===== config.mk =====
export PLATFORM = sky130hd
export DESIGN_NAME = control_sequencer
export DESIGN_NICKNAME = d
export VERILOG_FILES = /design/src/rtl/cpu_defs.sv /design/src/rtl/control_sequencer.sv
export SDC_FILE = /design/constraint.sdc
export NUM_CORES = 1
export LEC_CHECK = 0
export BUFFER_PORTS_ARGS = -buffer_cell sky130_fd_sc_hd__buf_2
export CORE_MARGIN = 2
export CORE_UTILIZATION = 40
export CTS_BUF_LIST = sky130_fd_sc_hd__clkbuf_8
export DETAILED_ROUTE_END_ITERATION = 12
export GPL_TIMING_DRIVEN = 0
export PLACE_DENSITY = 0.8
export SLEW_MARGIN = 0
export SYNTH_ARGS = -nofsm -noshare
export SYNTH_HDL_FRONTEND = slang
export SYNTH_SLANG_ARGS = --single-unit

===== constraint.sdc =====
create_clock -name Clock -period 3.3 [get_ports Clock]
set_input_delay 0.33 -clock Clock [delete_from_list [all_inputs] [get_ports Clock]]
set_output_delay 0.33 -clock Clock [all_outputs]
set_load 0.01 [all_outputs]

===== src/rtl/cpu_defs.sv =====
// Shared CPU definitions: opcodes, sequencer state encoding, instruction
// classes and the control-strobe bundle driven by control_sequencer.
package cpu_defs;

  localparam logic [4:0] OP_LD   = 5'b00000;
  localparam logic [4:0] OP_ST   = 5'b00010;
  localparam logic [4:0] OP_ADD  = 5'b00011;
  localparam logic [4:0] OP_SUB  = 5'b00100;
  localparam logic [4:0] OP_AND  = 5'b00101;
  localparam logic [4:0] OP_OR   = 5'b00110;
  localparam logic [4:0] OP_ADDI = 5'b01100;
  localparam logic [4:0] OP_ANDI = 5'b01101;
  localparam logic [4:0] OP_ORI  = 5'b01110;
  localparam logic [4:0] OP_BR   = 5'b10010;
  localparam logic [4:0] OP_JR   = 5'b10100;
  localparam logic [4:0] OP_IN   = 5'b10110;
  localparam logic [4:0] OP_OUT  = 5'b10111;
  localparam logic [4:0] OP_NOP  = 5'b11000;
  localparam logic [4:0] OP_HALT = 5'b11001;

  localparam logic [4:0] ALU_ADD = OP_ADD;

  typedef enum logic [3:0] {
    FETCH_T0,
    FETCH_T1,
    FETCH_T2,
    EXEC_T3,
    EXEC_T4,
    EXEC_T5,
    EXEC_T6,
    EXEC_T7,
    HALT
  } state_e;

  typedef enum logic [3:0] {
    CLS_REG,
    CLS_IMM,
    CLS_LD,
    CLS_ST,
    CLS_BR,
    CLS_JR,
    CLS_IN,
    CLS_OUT,
    CLS_NOP,
    CLS_HALT,
    CLS_BAD
  } instr_class_e;

  // Field order matches the concatenation of strobe ports in control_sequencer.
  typedef struct packed {
    logic pc_out;
    logic z_high_out;
    logic z_low_out;
    logic mdr_out;
    logic in_port_out;
    logic c_out;
    logic pc_in;
    logic ir_in;
    logic mar_in;
    logic mdr_in;
    logic y_in;
    logic z_in;
    logic out_port_in;
    logic con_in;
    logic inc_pc;
    logic gra;
    logic grb;
    logic grc;
    logic r_in;
    logic r_out;
    logic ba_out;
    logic read;
    logic write;
  } ctrl_t;

endpackage


===== src/rtl/control_sequencer.sv =====
// Moore control sequencer for the datapath: fetch/execute state machine clocked
// on the falling edge so strobes are settled before the datapath's rising edge.
module control_sequencer
  import cpu_defs::*;
(
  input  logic        Clock,
  input  logic        clear_n,
  input  logic [31:0] ir,
  input  logic        branchCompare,
  input  logic        stop,
  output logic        PCout,
  output logic        Zhighout,
  output logic        Zlowout,
  output logic        MDRout,
  output logic        InPortout,
  output logic        Cout,
  output logic        PCin,
  output logic        IRin,
  output logic        MARin,
  output logic        MDRin,
  output logic        Yin,
  output logic        Zin,
  output logic        OutPortin,
  output logic        CONin,
  output logic        IncPC,
  output logic        Gra,
  output logic        Grb,
  output logic        Grc,
  output logic        Rin,
  output logic        Rout,
  output logic        BAout,
  output logic        Read,
  output logic        Write,
  output logic [4:0]  alu_op,
  output logic        run,
  output logic        illegal
);

  function automatic instr_class_e decode_class(input logic [4:0] op);
    instr_class_e cls;
    case (op)
      OP_ADD, OP_SUB, OP_AND, OP_OR: cls = CLS_REG;
      OP_ADDI, OP_ANDI, OP_ORI:      cls = CLS_IMM;
      OP_LD:                         cls = CLS_LD;
      OP_ST:                         cls = CLS_ST;
      OP_BR:                         cls = CLS_BR;
      OP_JR:                         cls = CLS_JR;
      OP_IN:                         cls = CLS_IN;
      OP_OUT:                        cls = CLS_OUT;
      OP_NOP:                        cls = CLS_NOP;
      OP_HALT:                       cls = CLS_HALT;
      default:                       cls = CLS_BAD;
    endcase
    return cls;
  endfunction

  state_e       state_q, state_d;
  logic         go_q, go_d;
  logic         last_state;
  logic [4:0]   opcode;
  instr_class_e cls;
  ctrl_t        ctrl;
  logic         unused_ir_bits;

  assign opcode         = ir[31:27];
  assign cls            = decode_class(opcode);
  assign unused_ir_bits = ^ir[26:0];

  // go_q holds off the first fetch until one falling edge after reset release.
  always_comb begin
    // NOTE: every variable gets a default first so no path infers a latch.
    state_d    = state_q;
    go_d       = 1'b1;
    last_state = 1'b0;
    if (!go_q) begin
      state_d = FETCH_T0;
    end else begin
      case (state_q)
        FETCH_T0: state_d = FETCH_T1;
        FETCH_T1: state_d = FETCH_T2;
        FETCH_T2: state_d = EXEC_T3;
        EXEC_T3: begin
          case (cls)
            CLS_REG, CLS_IMM, CLS_LD, CLS_ST, CLS_BR: state_d = EXEC_T4;
            CLS_HALT:                                 state_d = HALT;
            default:                                  last_state = 1'b1;
          endcase
        end
        EXEC_T4: state_d = EXEC_T5;
        EXEC_T5: begin
          if (cls inside {CLS_LD, CLS_ST, CLS_BR}) state_d = EXEC_T6;
          else                                     last_state = 1'b1;
        end
        EXEC_T6: begin
          if (cls inside {CLS_LD, CLS_ST}) state_d = EXEC_T7;
          else                             last_state = 1'b1;
        end
        EXEC_T7: last_state = 1'b1;
        HALT:    state_d = HALT;
        default: state_d = FETCH_T0;
      endcase
    end
    // stop is honoured only at an instruction boundary.
    if (last_state) state_d = stop ? HALT : FETCH_T0;
  end

  always_ff @(negedge Clock or negedge clear_n) begin
    if (!clear_n) begin
      state_q <= FETCH_T0;
      go_q    <= 1'b0;
    end else begin
      // NOTE: non-blocking so every flop samples pre-edge values together.
      state_q <= state_d;
      go_q    <= go_d;
    end
  end

  always_comb begin
    ctrl = '0;
    if (go_q) begin
      case (state_q)
        FETCH_T0: begin
          ctrl.pc_out = 1'b1; ctrl.mar_in = 1'b1; ctrl.inc_pc = 1'b1; ctrl.z_in = 1'b1;
        end
        FETCH_T1: begin
          ctrl.z_low_out = 1'b1; ctrl.pc_in = 1'b1; ctrl.read = 1'b1; ctrl.mdr_in = 1'b1;
        end
        FETCH_T2: begin
          ctrl.mdr_out = 1'b1; ctrl.ir_in = 1'b1;
        end
        EXEC_T3: begin
          case (cls)
            CLS_REG, CLS_IMM: begin ctrl.grb = 1'b1; ctrl.r_out = 1'b1; ctrl.y_in = 1'b1; end
            CLS_LD, CLS_ST:   begin ctrl.grb = 1'b1; ctrl.ba_out = 1'b1; ctrl.y_in = 1'b1; end
            CLS_BR:           begin ctrl.gra = 1'b1; ctrl.r_out = 1'b1; ctrl.con_in = 1'b1; end
            CLS_JR:           begin ctrl.gra = 1'b1; ctrl.r_out = 1'b1; ctrl.pc_in = 1'b1; end
            CLS_IN:           begin ctrl.in_port_out = 1'b1; ctrl.gra = 1'b1; ctrl.r_in = 1'b1; end
            CLS_OUT:          begin ctrl.gra = 1'b1; ctrl.r_out = 1'b1; ctrl.out_port_in = 1'b1; end
            default:          ;
          endcase
        end
        EXEC_T4: begin
          case (cls)
            CLS_REG:                 begin ctrl.grc = 1'b1; ctrl.r_out = 1'b1; ctrl.z_in = 1'b1; end
            CLS_IMM, CLS_LD, CLS_ST: begin ctrl.c_out = 1'b1; ctrl.z_in = 1'b1; end
            CLS_BR:                  begin ctrl.pc_out = 1'b1; ctrl.y_in = 1'b1; end
            default:                 ;
          endcase
        end
        EXEC_T5: begin
          case (cls)
            CLS_REG, CLS_IMM: begin ctrl.z_low_out = 1'b1; ctrl.gra = 1'b1; ctrl.r_in = 1'b1; end
            CLS_LD, CLS_ST:   begin ctrl.z_low_out = 1'b1; ctrl.mar_in = 1'b1; end
            CLS_BR:           begin ctrl.c_out = 1'b1; ctrl.z_in = 1'b1; end
            default:          ;
          endcase
        end
        EXEC_T6: begin
          case (cls)
            CLS_LD: begin ctrl.read = 1'b1; ctrl.mdr_in = 1'b1; end
            CLS_ST: begin ctrl.gra = 1'b1; ctrl.r_out = 1'b1; ctrl.mdr_in = 1'b1; end
            CLS_BR: begin ctrl.z_low_out = 1'b1; ctrl.pc_in = branchCompare; end
            default: ;
          endcase
        end
        EXEC_T7: begin
          case (cls)
            CLS_LD:  begin ctrl.mdr_out = 1'b1; ctrl.gra = 1'b1; ctrl.r_in = 1'b1; end
            CLS_ST:  ctrl.write = 1'b1;
            default: ;
          endcase
        end
        default: ;
      endcase
    end
  end

  // Address arithmetic and PC increment always use ADD; other execute steps pass the opcode.
  always_comb begin
    alu_op = opcode;
    if (!go_q || state_q == HALT) begin
      alu_op = '0;
    end else if (state_q inside {FETCH_T0, FETCH_T1, FETCH_T2}) begin
      alu_op = ALU_ADD;
    end else if ((state_q == EXEC_T4 && cls inside {CLS_LD, CLS_ST}) ||
                 (state_q == EXEC_T5 && cls == CLS_BR)) begin
      alu_op = ALU_ADD;
    end
  end

  assign run     = (state_q != HALT);
  assign illegal = go_q && (state_q == EXEC_T3) && (cls == CLS_BAD);

  assign {PCout, Zhighout, Zlowout, MDRout, InPortout, Cout, PCin, IRin, MARin,
          MDRin, Yin, Zin, OutPortin, CONin, IncPC, Gra, Grb, Grc, Rin, Rout,
          BAout, Read, Write} = ctrl;

endmodule


### Word level (Yosys, flattened, before mapping)

Memories as Yosys holds them, arrays and structs flattened.
Cells that the tools add are included.
W data, S select, Z words.

* bits in registers: 5
* word-level logic and storage cells: 98
* RAM bits: 0
* latch bits: 0
* ROM bits: 128
* memories kept: 1
* output and inout port bits: 30

Memory list
* (name not given): depth 32, bits a word 4, rd ports 1, clocked after memory_dff 0, write ports 0, RTL line control_sequencer.sv:41 `case (op)`

* div/mod/pow operators: 0
* multiplexer cells: 52
* reductions and logical operators: 21
* bitwise gates (word level): 0
* multipliers: 0
* shifts and indexed selects: 0
* order comparisons: 0
* eq/ne operators: 22
* add/subtract/negate cells: 0

Operators with widths (count)
* $pmux W4 S9: 1
* $eq A4 B3 Y1 const B: 8
* $mux W1: 26
* $mux W21: 1
* $mux W4: 5
* $eq A4 B2 Y1 const B: 4
* $mux W5: 3
* $pmux W1 S3: 5
* $pmux W1 S2: 7
* $eq A4 B4 Y1 const B: 3
* $ne A4 B4 Y1 const B: 3
* $reduce_or A5 Y1: 2
* $eq A4 B1 Y1 const B: 2
* $logic_not A4 Y1: 2
* $pmux W1 S4: 2
* $pmux W4 S2: 1
* $reduce_or A4 Y1: 2
* $reduce_bool A3 Y1: 2
* $reduce_or A6 Y1: 1
* $ne A5 B3 Y1 const B: 1
* $logic_and A1 B1 Y1: 4
* $reduce_and A4 Y1: 1
* $reduce_or A2 Y1: 2
* $ne A3 B3 Y1 const B: 1
* other kinds (5): 6

### Logic depth before layout (Yosys ltp)

An unclocked memory read counts as a cell.

* depth after elaboration: 8
* mapped depth: 8
* depth with buffers taken out: 8

==> impl_metrics.json <==
{
  "status": "finished with violations",
  "violations": "negative setup slack",
  "viasPerCell": 6.55,
  "dieWidth_um": 61.3,
  "crit_fanout": 5,
  "ys_top_cells_by_area": "dfrtn_1, nor2_1, ha_1, nand2_1, a21oi_1",
  "cp_slowest_cell": "dfrtn_1",
  "yosysTopAreaCell": "dfrtn_1",
  "synth_edf_count": 0,
  "yosys_warnings": 0,
  "dieHeight_um": 61.3,
  "grt_pass1_vias": 1662,
  "cp.required_ps": 2970,
  "cts_inserted_buffers": 3,
  "slew_violations": 0,
  "critPathTopFamily": "simple AND/OR/NAND/NOR gates",
  "worst_slack_ps": -534,
  "grt_max_degree": 11,
  "setup_viol": 31,
  "cts_root_buf": "clkbuf_8",
  "worstPathCellList": "nor2b_4 -> nand2_4 -> nor4_2 -> o21bai_1 -> a21oi_1 -> buf_2",
  "yosysUniqueCellTypes": 59,
  "postSynthCellCount": 188,
  "layout_common_cells": "buf_2, buf_4, nor2_1",
  "synth-main-ff-cell": "dfrtn_1",
  "p_per_area_nw_per_um2": 376,
  "cts_tree": "done",
  "drive_above_1_share_pct": 64.9,
  "ant_nets": 0,
  "hold_viol": 0,
  "setup_tns_ps": -10110,
  "syn2layout_area_growth_pct": 88.1,
  "synth_seq_cells": 5,
  "clkTransAtPathRegs_ps": 30,
  "place.gp.congestion": 0.979,
  "syn_area_um2": 1310,
  "num_vias": 2023,
  "drt_first_pass_iters": 5,
  "netlist.area_leader.share_pct": 9.54,
  "grt-ovfl-total": 0,
  "synth_fp_nets": 232,
  "drtIter0Drc": 246,
  "insertion_delay_ps": 250,
  "final_nets": 310,
  "critical_path_arrival_ps": 3500,
  "core-area_um2": 3080,
  "grtUsageTotal_pct": 29.0,
  "syn_area_per_cell_um2": 6.97,
  "placed_area_um2": 1650,
  "end_kind": "primary output",
  "htreeDepth": 1,
  "io_buffers": 36,
  "final_core_util_pct": 80.1,
  "final_area_um2": 2470,
  "post_drt_wl_per_cell_um": 22.4,
  "min_path_type": "reg -> reg",
  "cts.sinks": 5,
  "drc": 0,
  "row_count": 20,
  "crit_path_start_kind": "flop",
  "max-cap-violations": 0,
  "insertedDiodeCount": 0,
  "die-area_um2": 3750,
  "rsz0062_at_grt": "yes",
  "hpwl_um": 3000,
  "clockBufferDepth": 2,
  "fin_cells": 309,
  "ys_seq_area_share_pct": 9.54,
  "wirelength_um": 6910,
  "crit_type": "reg -> out",
  "vdd_drop_max_uv": 367,
  "io_pins": 66,
  "grt_pass1_wl_um": 8150,
  "start_util_pct": 42.6,
  "timing.hold.ws_ps": 661,
  "mostFrequentLayoutCell": "buf_2",
  "final.setup_skew_ps": 7.55,
  "p_leak_nw": 1.07,
  "worst-path-buf-inv": 1,
  "antenna_found_initial": 0,
  "async_flop_share_pct": 100,
  "dp.cells": 268,
  "cp_slowest_stage_delay_ps": 480
}
layer usage:
layer / up-vias / share of wire (%) / track usage (%)
met1: 926 / 37 / 36.3
met5: - / 0 / 0
li1: 837 / - / -
met2: 200 / 45 / 45.6
met3: 60 / 10 / 7.56
met4: 0 / 6.8 / 15.2
final timing paths:
path / from / endpoint / slack (ps) / cells past startpoint
max: state_q[2] / Rout / -530 / 6
min in group asynchronous: clear_n / state_q[3] / 1420 / 1
min: state_q[0] / state_q[0] / 660 / 3
max in group asynchronous: clear_n / state_q[0] / 1710 / 1
min reg2reg: state_q[0] / state_q[0] / 660 / 3
max reg2reg: state_q[1] / state_q[3] / 1510 / 8
area by class of cell:
cell class / count / area (um2)
clock inverter: 1 / 3.75
sequential: 5 / 125
clock buffer: 3 / 41.3
inverter: 8 / 45.0
timing repair buffer: 73 / 529
multi-input combinational: 163 / 1520
fill: 157 / 612
buffer: 12 / 150
tap: 44 / 55.1
registers in the layout (all words and copies together), names as in the netlist:
register and cells:
state_q 4, go_q 1
worst reg2reg max path, cell delays in order (launching register included):
cell and delay [ps]:
dfrtn_1 390, buf_8 160, buf_4 140, nand3_4 120, buf_4 170, nor2_1 80
a22oi_2 240, o211ai_1 140, a22o_1 200
synth_stat cells, types with 2 or more instances:
library cell and n:
a211oi_1 3, a21o_1 3, a21oi_1 9, a21oi_2 3
a221o_1 2, a22oi_1 3, a31oi_1 2, and2_1 2
and3_1 3, buf_2 2, buf_6 4, clkbuf_1 5
conb_1 2, dfrtn_1 5, ha_1 8, inv_1 7
nand2_1 16, nand2b_1 7, nand3_1 6, nand3b_1 4
nor2_1 33, nor2b_1 2, nor3_1 7, nor3b_1 2
nor4_1 3, o211ai_1 2, o21a_1 2, o21ai_0 7
o21ai_1 2, o31ai_1 2, or3_1 2
per-stage QoR:
| stage | worst slack (ps) | total power (W) |
|---|---|---|
| finish | -534 | 0.000928 |
| global route | -573 | 0.000960 |
| CTS | -353 | 0.000708 |
| detailed placement | -420 | 0.000453 |
| global placement | -418 | 0.000451 |
| floorplan | -28.4 | 0.000352 |
repair_timing:
action | in CTS | in global routing
hold buffers | 0 | 0
setup endpoints to repair | 32 | 33
hold endpoints to repair | 0 | 0
gates resized for setup | 57 | 53
gates cloned | 1 | 1
setup buffers | 15 | 20
pin swaps | 12 | 25
report_power, final:
part           switching [W]  internal (W)
Combinational       0.000406      0.000324
Sequential         0.0000103     0.0000738
Clock              0.0000335     0.0000800
cell families (layout without fill, tap and decap cells):
| kind of cell | count (synthesis) | in the layout | synth area share (%) |
|---|---|---|---|
| AOI/OAI and AO/OA | 56 | 56 | 32.3 |
| adders and majority gates | 8 | 8 | 7.63 |
| buffers and inverters | 20 | 97 | 8.49 |
| DFF | 5 | 5 | 9.54 |
| muxes | 2 | 2 | 2.86 |
| other | 2 | 2 | 0.573 |
| and+or+nand+nor | 95 | 95 | 38.5 |
(Power assumes the default switching activity.)
